File: config.mk
export PLATFORM = sky130hd
export DESIGN_NAME = crc32_byte_update
export DESIGN_NICKNAME = d
export VERILOG_FILES = /design/src/rtl/crc32_pkg.sv /design/src/rtl/crc32_byte_update.sv
export SDC_FILE = /design/constraint.sdc
export NUM_CORES = 1
export LEC_CHECK = 0
export BUFFER_PORTS_ARGS = -buffer_cell sky130_fd_sc_hd__buf_2
export CAP_MARGIN = 20
export CORE_MARGIN = 3
export CORE_UTILIZATION = 42
export DETAILED_ROUTE_END_ITERATION = 16
export PLACE_DENSITY = 0.86
export SLEW_MARGIN = 20
export SYNTH_ARGS = -nofsm -noshare
export SYNTH_HDL_FRONTEND = slang
export SYNTH_SLANG_ARGS = --single-unit
File: constraint.sdc
create_clock -name vclk -period 2
set_input_delay 0.2 -clock vclk [all_inputs]
set_output_delay 0.2 -clock vclk [all_outputs]
set_load 0.03 [all_outputs]
File: src/rtl/crc32_pkg.sv
// Shared constants and types for the CRC-32 frame checker.
package crc32_pkg;
  localparam int DATA_W = 8;
  localparam int CRC_W  = 32;
  localparam int LEN_W  = 16;

  localparam logic [CRC_W-1:0] CRC32_POLY_REFL = 32'hEDB88320;
  localparam logic [CRC_W-1:0] CRC32_INIT      = 32'hFFFFFFFF;
  localparam logic [CRC_W-1:0] CRC32_RESIDUE   = 32'hDEBB20E3;

  // payload byte k is only released once byte k+4 arrives (FCS is 4 bytes)
  localparam logic [LEN_W-1:0] FCS_BYTES = 16'd4;
  localparam logic [LEN_W-1:0] MIN_LEN   = 16'd5;

  typedef enum logic [1:0] {IDLE, FILL, STREAM} chk_state_t;

  function automatic logic [LEN_W-1:0] sat_inc(input logic [LEN_W-1:0] v);
    return (v == {LEN_W{1'b1}}) ? v : v + 1'b1;
  endfunction
endpackage

File: src/rtl/crc32_byte_update.sv
// One reflected CRC-32 byte step, bit-serial form of (c>>8) ^ T[c[7:0]^byte].
module crc32_byte_update
  import crc32_pkg::*;
(
  input  logic [CRC_W-1:0]  crc_in,
  input  logic [DATA_W-1:0] data,
  output logic [CRC_W-1:0]  crc_out
);
  logic [CRC_W-1:0] c;

  always_comb begin
    c = crc_in ^ {{(CRC_W-DATA_W){1'b0}}, data};
    for (int i = 0; i < DATA_W; i++)
      c = c[0] ? ((c >> 1) ^ CRC32_POLY_REFL) : (c >> 1);
    crc_out = c;
  end
endmodule

Yosys cells after proc, flatten, opt, wreduce, memory -nomap -nowiden

Cells that the tools add are included.

Register bits after elaboration: 0
Input port bits: 40
Output and inout bits: 32
Word-level logic and storage cells: 17

Mux-type cells: 8
Bitwise operators: 9

Operator list:

| cell          | number |
|---|---|
| $mux 32       | 8 |
| $not 13->14   | 8 |
| $xor 32x8->32 | 1 |

Longest topological paths before layout

Depth in word-level cells: 17
Depth in mapped cells: 3
Depth with buffers taken out: 3

Least setup slack after synthesis

OpenSTA, ideal clock, no wires.

Path kind: input to output
Start: in data[3]
End: out crc_out[5]
Arrival time: 1679 ps
Required time: 1800 ps
Setup slack: 121 ps
Stages: 3
Buffers on the path: 0
Cell sequence: xnor2_2 > xor3_1 > xnor2_1

Word-level cells in the longest chain between the ends: 11

RTL lines:

| item                     | line                    | RTL |
|---|---|---|
| start, declared          | crc32_byte_update.sv:6  | `input logic [DATA_W-1:0] data,` |
| $xor 32x8->32 (*)        | crc32_byte_update.sv:12 | `c = crc_in ^ {{(CRC_W-DATA_W){1'b0}}, data};` |
| $mux 32 (*) (4 in a row) | crc32_byte_update.sv:14 | `c = c[0] ? ((c >> 1) ^ CRC32_POLY_REFL) : (c >> 1);` |
| $not 13->14 (no line)    | n/a                     |  |
| $mux 32 (*) (3 in a row) | crc32_byte_update.sv:14 |  |
| $not 13->14 (no line)    | n/a                     |  |
| $mux 32 (*)              | crc32_byte_update.sv:14 |  |
| end, declared            | crc32_byte_update.sv:7  | `output logic [CRC_W-1:0] crc_out` |

Mark *: on every way between the ends. The rest lies on a longest branch, timed or not.

Final worst setup path

Start: in data[2]
End: out crc_out[24]

Word-level cells in the longest chain between the ends: 12

RTL lines:

| item                     | line |
|---|---|
| $xor 32x8->32 (*)        | crc32_byte_update.sv:12 |
| $mux 32 (*) (4 in a row) | crc32_byte_update.sv:14 |
| $not 13->14 (no line)    | n/a |
| $mux 32 (*)              | crc32_byte_update.sv:14 |
| $not 13->14 (no line)    | n/a |
| $mux 32 (*) (2 in a row) | crc32_byte_update.sv:14 |
| $not 13->14 (no line)    | n/a |
| $mux 32 (*)              | crc32_byte_update.sv:14 |

Marked as above.

==> impl_metrics.yaml <==
floorplanning:
  core-area_mm2: 0.00202
  io_pins: 72
  dieWidth_um: 52.9
  rows: 16
  die_area_mm2: 0.00280
  die-height_um: 52.9
  start_util: 0.457
synth:
  yosysSeqAreaShare: 0
  yosysMostFrequentCell: "xnor2_1"
  netlist_top_cells_count: "xnor2_1, xnor3_1, xor2_1, xnor2_2, xor3_1"
  yosys-top-cells-area: "xnor2_1, xnor3_1, xor3_1"
  ys_types: 10
  yosysTopAreaCell: "xnor2_1"
  netlist.area_leader.share: 0.284
  syn_avg_cell_area_um2: 13.8
  synth_nets: 107
  yosysWarnings: 0
  netlist_area_um2: 925
  syn_inst: 67
grt:
  grt_max_degree: 8
  grt_pass1_vias: 739
  track_usage: 0.146
  antenna_found_initial: 0
  gr-total-overflow: 0
  grt_pass1_wl_um: 3130
worst_setup_path:
  crit_path_max_incr_delay_ns: 0.52
  cp.required_ns: 1.80
  slowest_stage: "xnor3_2"
  path_max_fanout: 3
  arrival_ns: 1.68
  path_cells: "buf_2 > xor2_1 > xnor3_2 > xnor3_4 > buf_2"
  worst_path_most_repeated_cell: "buf_2"
  worstSetupPathType: "primary input to output pin"
  crit_buf_inv: 2
  end_kind: "output pin"
  crit_family: "XOR/XNOR gates"
  start_kind: "primary input"
finish:
  clockBufferCount: 0
  diodes: 0
  seq_cells: 0
  seq_area_um2: 0
  drive_gt1_frac: 0.633
  final_area_mm2: 0.00140
  fin_nets: 192
  fin_cells: 177
  syn2layout_area_growth_pct: 51.6
sta:
  hold_violations: 0
  rsz0062_at_grt: "no"
  whs_ns: 0.706
  slew_viol_final: 0
  period_needed_ns: 1.88
  slew_headroom: 0.704
  fmax_ghz: 0.531
  worst_slack_ns: 0.117
  post-route-period-util: 0.942
  setup-tns-final_ns: 0
  tightest_slew_ns: 0.442
  setup_violations: 0
placement:
  gp_congestion: 0.641
  dp_hpwl_um: 1980
  postPlaceCellArea_mm2: 0.00140
  port_buffers: 72
  dp.cells: 177
  pre_cts_slack_ns: 0.0974
detailed_routing:
  firstDrtPassIters: 3
  vias: 784
  routed_wl_um: 2120
  drtIter0Drc: 2
  ant_nets: 0
  drc: 0
  vias_per_cell: 4.43
  avgRoutedWirePerCell_um: 12.0
min_path:
  hold_class: "primary input to output pin"
cts:
  cts_hold_buf: 0
  cts_resized: 0
  post_cts_buffers: 0
power:
  vdd_drop_max_mv: 0.687
  leakage_nw: 0.782
  power.density_mw_per_mm2: 1080
flow_run:
  cap_violations: 0
status:
  status: "completed"
path summary, 6_finish.rpt:
path | startpoint | to | slack, ns | depth (start not counted)
worst max-delay path | data[2] | crc_out[24] | 0.12 | 5
worst min-delay path | crc_in[9] | crc_out[1] | 0.71 | 3
cells by family after synthesis:
kind of cell,Yosys count,synth area share
XOR/XNOR,66,0.996
buffers and inverters,1,0.00406
placed cells by master (no fill, tap or decap):
cell type and count:
xnor2_1 30, xnor3_1 10, inv_1 1, xnor2_2 6, xor2_1 9, xnor2_4 2, buf_4 11, xnor3_4 1
buf_2 72, xor2_2 2, xor3_1 5, xnor3_2 1
per-layer routing:
layer	track usage	share of wire
met5	0	0
met4	0	0
met1	0.160	0.35
met2	0.314	0.55
met3	0.00845	0.097
per-stage QoR:
step	total power, mW	util
after floorplan	1.13	-
after global placement	1.49	0.693
after detailed placement	1.52	0.693
after CTS	1.53	0.693
after global routing	1.59	0.693
final	1.51	0.693
area by class of cell:
cell class	instances	area, um^2
fillers	175	621
inverters	1	3.75
multi-input cells	66	921
well taps	27	33.8
repair buffers	83	443
power breakdown:
group	leakage, nW	switching, mW	internal [mW]	total [mW]
clock	0	0	0	0
sequential	0	0	0	0
combinational	0.782	0.894	0.619	1.51
total	0.782	0.894	0.619	1.51
No activity file was read; power rests on OpenSTA's default activity.
